**config.mk**
```make
export PLATFORM = sky130hd
export DESIGN_NAME = alu_b_src_mux_flat
export DESIGN_NICKNAME = d
export VERILOG_FILES = /design/src/rtl/alu_b_src_mux_if.sv /design/src/rtl/alu_b_src_mux.sv /design/src/flat_wrapper.sv
export SDC_FILE = /design/constraint.sdc
export NUM_CORES = 1
export LEC_CHECK = 0
export BUFFER_PORTS_ARGS = -buffer_cell sky130_fd_sc_hd__buf_2
export CAP_MARGIN = 10
export CORE_ASPECT_RATIO = 1.4
export CORE_MARGIN = 1.5
export CORE_UTILIZATION = 38
export DETAILED_ROUTE_END_ITERATION = 6
export PLACE_DENSITY = 0.82
export REMOVE_ABC_BUFFERS = 1
export SKIP_LAST_GASP = 1
export SYNTH_ARGS = -nofsm -noshare
export SYNTH_HDL_FRONTEND = slang
export SYNTH_SLANG_ARGS = --single-unit
```
**constraint.sdc**
```tcl
create_clock -name clk -period 2.5 [get_ports clk]
set_input_delay 0.625 -clock clk [delete_from_list [all_inputs] [get_ports clk]]
set_output_delay 0.625 -clock clk [all_outputs]
set_load 0.02 [all_outputs]
```
**src/rtl/alu_b_src_mux_if.sv**
```systemverilog
//------------------------------------------------------------------------------
// Module      : alu_b_src_mux_if
// Description : Operand-B select bus: source operands and controls in, selected
//               operand, flags and selection counters out.
// Revision    : 1.0 - initial release
//------------------------------------------------------------------------------
`default_nettype none

interface alu_b_src_mux_if #(
    parameter int WIDTH = 32,
    parameter int CNT_W = 16
);
    logic signed [WIDTH-1:0] ru_rs2;
    logic signed [WIDTH-1:0] Imm_ext;
    logic                    sel;
    logic                    en;
    logic                    clr_cnt;
    logic signed [WIDTH-1:0] b;
    logic signed [WIDTH-1:0] b_q;
    logic                    b_zero;
    logic                    b_neg;
    logic        [CNT_W-1:0] rs2_cnt;
    logic        [CNT_W-1:0] imm_cnt;

    modport master (
        output ru_rs2, Imm_ext, sel, en, clr_cnt,
        input  b, b_q, b_zero, b_neg, rs2_cnt, imm_cnt
    );

    modport slave (
        input  ru_rs2, Imm_ext, sel, en, clr_cnt,
        output b, b_q, b_zero, b_neg, rs2_cnt, imm_cnt
    );
endinterface

`default_nettype wire

```
**src/rtl/alu_b_src_mux.sv**
```systemverilog
//------------------------------------------------------------------------------
// Module      : alu_b_src_mux
// Description : ALU operand-B select (rs2 vs immediate) with registered copy,
//               sign/zero flags and saturating per-source selection counters.
// Revision    : 1.0 - initial release
//------------------------------------------------------------------------------
`default_nettype none

module alu_b_src_mux #(
    parameter int WIDTH = 32,
    parameter int CNT_W = 16
) (
    input logic           clk,
    input logic           rst_n,
    alu_b_src_mux_if.slave bus
);

    localparam logic [CNT_W-1:0] C_CNT_MAX = '1;
    localparam logic [CNT_W-1:0] C_CNT_ONE = {{(CNT_W-1){1'b0}}, 1'b1};

    logic signed [WIDTH-1:0] w_b;
    logic        [1:0]       w_inc;
    logic signed [WIDTH-1:0] r_b_q;

    // Plain ternary: an unknown sel propagates X rather than picking a source.
    assign w_b      = bus.sel ? bus.Imm_ext : bus.ru_rs2;

    assign bus.b      = w_b;
    assign bus.b_zero = (w_b == '0);
    assign bus.b_neg  = w_b[WIDTH-1];

    always_ff @(posedge clk or negedge rst_n) begin
        if (!rst_n) begin
            r_b_q <= '0;
        end else if (bus.en) begin
            r_b_q <= w_b;
        end
    end

    assign bus.b_q = r_b_q;

    // Index 0 counts rs2 selections, index 1 counts immediate selections.
    assign w_inc[0] = bus.en & ~bus.sel;
    assign w_inc[1] = bus.en &  bus.sel;

    for (genvar gi = 0; gi < 2; gi++) begin : g_cnt
        logic [CNT_W-1:0] r_cnt;

        always_ff @(posedge clk or negedge rst_n) begin
            if (!rst_n) begin
                r_cnt <= '0;
            end else if (bus.clr_cnt) begin
                r_cnt <= '0;
            end else if (w_inc[gi] && (r_cnt != C_CNT_MAX)) begin
                r_cnt <= r_cnt + C_CNT_ONE;
            end
        end
    end

    assign bus.rs2_cnt = g_cnt[0].r_cnt;
    assign bus.imm_cnt = g_cnt[1].r_cnt;

endmodule

`default_nettype wire

```
**src/flat_wrapper.sv**
```systemverilog
// flat-port wrapper written by rule: the top's interface ports become plain ports
module alu_b_src_mux_flat 
#(
    parameter int WIDTH = 32,
    parameter int CNT_W = 16
)
  (clk, rst_n, bus_ru_rs2, bus_Imm_ext, bus_sel, bus_en, bus_clr_cnt, bus_b, bus_b_q, bus_b_zero, bus_b_neg, bus_rs2_cnt, bus_imm_cnt);
  alu_b_src_mux_if #(.WIDTH(WIDTH), .CNT_W(CNT_W)) bus_i ();
  input logic clk;
  input logic rst_n;
  input wire logic [$bits(bus_i.ru_rs2)-1:0] bus_ru_rs2;
  input wire logic [$bits(bus_i.Imm_ext)-1:0] bus_Imm_ext;
  input wire logic [$bits(bus_i.sel)-1:0] bus_sel;
  input wire logic [$bits(bus_i.en)-1:0] bus_en;
  input wire logic [$bits(bus_i.clr_cnt)-1:0] bus_clr_cnt;
  output wire logic [$bits(bus_i.b)-1:0] bus_b;
  output wire logic [$bits(bus_i.b_q)-1:0] bus_b_q;
  output wire logic [$bits(bus_i.b_zero)-1:0] bus_b_zero;
  output wire logic [$bits(bus_i.b_neg)-1:0] bus_b_neg;
  output wire logic [$bits(bus_i.rs2_cnt)-1:0] bus_rs2_cnt;
  output wire logic [$bits(bus_i.imm_cnt)-1:0] bus_imm_cnt;
  assign bus_i.ru_rs2 = bus_ru_rs2;
  assign bus_i.Imm_ext = bus_Imm_ext;
  assign bus_i.sel = bus_sel;
  assign bus_i.en = bus_en;
  assign bus_i.clr_cnt = bus_clr_cnt;
  assign bus_b = bus_i.b;
  assign bus_b_q = bus_i.b_q;
  assign bus_b_zero = bus_i.b_zero;
  assign bus_b_neg = bus_i.b_neg;
  assign bus_rs2_cnt = bus_i.rs2_cnt;
  assign bus_imm_cnt = bus_i.imm_cnt;
  alu_b_src_mux #(.WIDTH(WIDTH), .CNT_W(CNT_W)) u_core (.clk(clk), .rst_n(rst_n), .bus(bus_i));
endmodule
```
==> results of run 1 <==
[cell families (layout without fill, tap and decap cells)]
kind of cell	after synthesis	in the layout	share of synthesized area, %
multiplexers	67	67	21.4
flip-flops	64	64	45.6
adder cells (fa/ha/maj)	2	2	0.712
other	0	1	0
AND/OR/NAND/NOR	104	104	17.7
buffers and inverters	22	203	3.06
AO/OA/AOI/OAI	64	64	11.6
[metal layers]
metal / wire (um) / GRT usage (%)
met5: 0 / 0
met4: 238 / 8.42
met3: 743 / 5.47
met2: 5150 / 35.4
met1: 3820 / 23.0
[metrics by stage]
stage,cell area (um2),utilization [%],TNS [ns]
after detailed placement,4520,50.4,-0.0796
final,4840,54.0,0
after CTS,4830,53.8,0
after global placement,4520,50.4,-0.0534
after floorplan,3420,-,-0.145
after global routing,4840,53.9,0
[repair_timing]
| item | CTS | global route |
|---|---|---|
| pin swaps | 1 | 1 |
| hold buffers | 0 | 0 |
| setup endpoints to repair | 1 | 1 |
| setup buffers | 0 | 0 |
| resized for setup | 6 | 3 |
[critical path, stage by stage]
cell and delay, ns:
buf_2 0.11, nor4_2 0.29, nand4_1 0.23, o21ai_0 0.22, o2111a_1 0.23, buf_6 0.12
[worst paths after layout]
kind                                       startpoint                     end  slack [ns]
worst max-delay path                   bus_Imm_ext[3]              bus_b_zero        0.05
worst min-delay path                            rst_n   u_core.bus.imm_cnt[8]        0.25
worst max register to register  u_core.bus.rs2_cnt[5]  u_core.bus.rs2_cnt[11]        0.51
worst min register to register     u_core.bus.b_q[28]      u_core.bus.b_q[28]        0.50
max in group asynchronous                       rst_n       u_core.bus.b_q[1]        1.54
min in group clk                   u_core.bus.b_q[28]      u_core.bus.b_q[28]        0.50
[report_power, final]
| group | leakage [uW] | total [uW] | switching, uW | internal, uW |
|---|---|---|---|---|
| clock network | 0.000141 | 1120 | 415 | 710 |
| logic | 0.00127 | 553 | 323 | 230 |
| registers | 0.000820 | 1140 | 35.0 | 1110 |
| total | 0.00223 | 2820 | 773 | 2050 |
[cell usage after synthesis, drive strengths merged (2+ instances only)]
library cell and n:
or3 14, nor2b 2, o41ai 2, a21oi 22, nand3 8, buf 7
nand2 19, o31a 3, and4 4, mux2i 2, nor3 4, o311ai 2
inv 4, nor2 5, nor4 18, o21ai 14, nand4 14, o31ai 11
mux2 65, ha 2, or4 12, o21a 3, dfrtp 64, clkbuf 10
[state kept, by name (all words and copies together), names as in the netlist]
register and count:
u_core.bus.rs2_cnt 16, u_core.bus.imm_cnt 16, u_core.bus.b_q 32
[area by class of cell]
type	instances	area [um2]
antenna	1	2.50
clock buffer	11	253
sequential	64	1600
inverter	4	15.0
fill	785	4130
tap	107	134
multi-input combinational	237	1840
timing repair buffer	184	975
clock inverter	4	20.0
==> results.py, run 1 <==
metrics = {
    "outcome": {
        "status": "completed",
    },
    "global_routing": {
        "grt_max_degree": 33,
        "antenna_found_initial": 1,
        "grt_usage_pct": 20.1,
        "grt_pass1_wl_um": 15600,
        "grt_pass1_vias": 3249,
        "grt.overflow.total": 0,
    },
    "yosys": {
        "ys_ff_latch": 64,
        "ys_seq_area_share_pct": 45.6,
        "synth_top_area_cell": "dfrtp_1",
        "yosys-top-cells-area": "dfrtp_1 (46%), mux2_2 (21%), nor4_1 (3.2%), a21oi_1 (3.1%), or4_1 (2.6%)",
        "netlist_instances": 323,
        "synthArstFlopShare_pct": 100,
        "ys.warnings.count": 0,
        "yosys_most_used_dff": "dfrtp_1",
        "syn_area_mm2": 0.00352,
        "synthDominantCellAreaShare_pct": 45.6,
        "synth_area_per_cell_um2": 10.9,
        "synth_edf_count": 0,
        "ys_types": 42,
    },
    "routing": {
        "num_vias": 3461,
        "drtAntennaViolNets": 0,
        "firstDrtPassIters": 5,
        "viasPerCell": 5.66,
        "drtIter0Drc": 105,
        "drc": 0,
        "wl_um": 9950,
        "wire_per_inst_um": 16.3,
    },
    "clocking": {
        "clkSinkCount": 64,
        "clock_latency_ns": 0.32,
        "cts_tree": "built",
        "clockRootBuffer": "clkbuf_16",
        "clk_path_buf_depth": 2,
        "cts_buffers": 9,
        "h-tree-depth": 3,
        "clkTransAtPathRegs_ns": 0.05,
    },
    "floorplan": {
        "start_util_pct": 39.2,
        "chipWidth_um": 84.3,
        "coreArea_mm2": 0.00898,
        "io_pins": 167,
        "die_h_um": 117,
        "dieArea_mm2": 0.00985,
        "num_rows": 41,
    },
    "worst_setup_path": {
        "cp.required_ns": 1.88,
        "critPathLaunchType": "primary input",
        "reg2reg_depth": 4,
        "cp_max_fo": 2,
        "critPathKind": "in -> out",
        "crit_path_end_kind": "output pin",
        "worstPathArrival_ns": 1.82,
    },
    "sta": {
        "fmax_ghz": 0.408,
        "fin_crit_sh_pct": 98.0,
        "relSlewSlack_pct": 64.3,
        "fin_ws_ns": 0.0511,
        "hold_viol": 0,
        "fin_skew_ns": 0.00260,
        "worst_slew_pin_slew_ns": 0.533,
        "finalSetupViolCount": 0,
        "slew_viol_final": 0,
        "hold_slack_ns": 0.249,
        "rsz0062_at_grt": "no",
        "period_needed_ns": 2.45,
    },
    "layout": {
        "final_common_cell": "buf_2",
        "fin_cells": 612,
        "layout-drive-gt1-share_pct": 54.4,
        "final_nets": 571,
        "final_cell_mix": "buf_2 (164), mux2_2 (65), dfrtp_1 (64)",
        "area_delta_synth_final_pct": 37.8,
    },
    "pwr": {
        "p_total_uw": 2820,
        "ir_drop_uv": 389,
        "leakagePower_uw": 0.00223,
        "power_density_mw_per_mm2": 582,
    },
    "worst_hold_path": {
        "hold_class": "in -> async",
    },
    "placed_design": {
        "dp_hpwl_um": 7630,
        "gp_congestion": 0.867,
        "numPortBuffers": 166,
        "dp_slack_ns": -0.0796,
        "dp.cells": 596,
    },
    "job": {
        "cap_violations": 0,
    },
}
No activity file was read; power rests on OpenSTA's default activity.
==> run 2: changes to the inputs <==
--- a/config.mk
+++ b/config.mk
@@ -7,7 +7,7 @@
 export LEC_CHECK = 0
 export BUFFER_PORTS_ARGS = -buffer_cell sky130_fd_sc_hd__buf_2
 export CAP_MARGIN = 10
-export CORE_ASPECT_RATIO = 1.4
+export CORE_ASPECT_RATIO = 2
 export CORE_MARGIN = 1.5
 export CORE_UTILIZATION = 38
 export DETAILED_ROUTE_END_ITERATION = 6
==> results.py, run 2 (synthesis results as in run 1) <==
metrics = {
    "worst_hold_path": {
        "hold_class": "in -> async",
    },
    "pwr": {
        "power_density_mw_per_mm2": 592,
        "ir_drop_uv": 375,
        "leakagePower_uw": 0.00223,
    },
    "clocking": {
        "clkTransAtPathRegs_ns": 0.06,
        "holdBufCountCts": 0,
        "clkSinkCount": 64,
        "cts_tree": "built",
        "cts_buffers": 9,
        "clk_path_buf_depth": 2,
        "clock_latency_ns": 0.33,
        "h-tree-depth": 3,
        "clockRootBuffer": "clkbuf_16",
    },
    "layout": {
        "fin_util_pct": 54.0,
        "diodes": 0,
        "largest_reg_flops": 32,
        "final_cell_mix": "buf_2 (164), mux2_2 (65), dfrtp_1 (64)",
        "area_delta_synth_final_pct": 38.5,
        "final_nets": 568,
        "layout-drive-gt1-share_pct": 54.2,
        "final_common_cell": "buf_2",
    },
    "job": {
        "cap_violations": 0,
    },
    "routing": {
        "num_vias": 3465,
        "viasPerCell": 5.74,
        "drtAntennaViolNets": 0,
        "drtIter0Drc": 100,
        "wire_per_inst_um": 17.6,
        "wl_um": 10700,
        "firstDrtPassIters": 5,
        "drc": 0,
    },
    "sta": {
        "fin_crit_sh_pct": 98.9,
        "finalSetupTns_ns": 0,
        "slew_viol_final": 0,
        "finalSetupViolCount": 0,
        "relSlewSlack_pct": 64.8,
        "fin_ws_ns": 0.0286,
        "fin_skew_ns": 0.00897,
        "worst_slew_pin_slew_ns": 0.525,
        "fmax_ghz": 0.405,
        "hold_viol": 0,
        "hold_slack_ns": 0.257,
        "period_needed_ns": 2.47,
    },
    "global_routing": {
        "grt.overflow.total": 0,
        "grt_pass1_vias": 3447,
        "antenna_found_initial": 0,
        "grt_max_degree": 33,
        "grt_usage_pct": 20.8,
        "grt_pass1_wl_um": 16300,
    },
    "floorplan": {
        "die_h_um": 139,
        "coreArea_mm2": 0.00901,
        "io_pins": 167,
        "num_rows": 49,
        "start_util_pct": 39.0,
        "dieArea_mm2": 0.00987,
        "chipWidth_um": 71.0,
    },
    "worst_setup_path": {
        "reg2reg_depth": 4,
        "crit_path_end_kind": "output pin",
        "critPathLaunchType": "primary input",
        "cp-endpoint": "bus_b_zero",
        "worstPathArrival_ns": 1.85,
        "cp.required_ns": 1.88,
        "r2r_setup_slack_ns": 0.46,
        "cp_max_fo": 2,
        "crit_start": "bus_ru_rs2[8]",
        "timing.rr.start": "u_core.bus.rs2_cnt[5]",
        "r2r-end": "u_core.bus.rs2_cnt[11]",
        "critPathKind": "in -> out",
    },
    "outcome": {
        "status": "completed",
    },
    "placed_design": {
        "numPortBuffers": 166,
        "gp_congestion": 0.900,
        "dp_slack_ns": -0.145,
        "dp_hpwl_um": 8120,
    },
}
[run 2: changes by cell type in the layout (fill, tap and decap cells not counted), sizes merged]
cell      delta
clkbuf       +3
diode        -1
clkinv       -3
clkinvlp     +1
buf          -3
[run 2: critical path: stages]
cell and delay [ns]:
buf_2 0.11, nor4_2 0.38, nand4_1 0.23, nor2_1 0.17
o2111a_1 0.21, buf_6 0.12
[run 2: power by group]
part           switching [uW]  leakage (uW)  internal, uW
clock network             429      0.000139           751
logic                     332       0.00127           232
registers                32.6      0.000820          1110
[run 2: stage by stage]
stage               area [um2]  instances  total power (uW)
floorplan                 3420        305              1440
global placement          4520        588              1690
detailed placement        4520        588              1710
CTS                       4840        604              2900
global route              4870        604              3000
finish                    4870        604              2880
[run 2: cell type report]
type | count | area [um2]
well taps | 102 | 128
clock inverters | 2 | 12.5
multi-input cells | 237 | 1860
inverters | 4 | 15.0
fillers | 792 | 4140
repair buffers | 181 | 977
flip-flops and latches | 64 | 1600
clock buffers | 14 | 274
[run 2: timing repair]
item	in CTS	in global routing
setup endpoints to repair	1	1
resized for setup	7	6
setup buffers	0	0
pin swaps	1	2
[run 2: worst min-delay path by stage]
stage / start / to / slack [ns]
3_3_place_gp: u_core.bus.b_q[29] / u_core.bus.b_q[29] / 0.48
6_report: rst_n / u_core.bus.imm_cnt[15] / 0.26
5_1_grt: rst_n / u_core.bus.imm_cnt[9] / 0.29
3_5_place_dp: u_core.bus.b_q[23] / u_core.bus.b_q[23] / 0.49
2_1_floorplan: rst_n / u_core.bus.b_q[0] / 0.33
4_1_cts: rst_n / u_core.bus.imm_cnt[14] / 0.27
[run 2: per-layer routing]
| metal | vias to the layer above | part of all wire (%) | track usage, % |
|---|---|---|---|
| li1 | 1616 | - | - |
| met1 | 1664 | 33 | 19.6 |
| met2 | 155 | 56 | 40.0 |
| met3 | 30 | 6.4 | 4.94 |
| met4 | 0 | 3.7 | 10.3 |
| met5 | - | 0 | 0 |
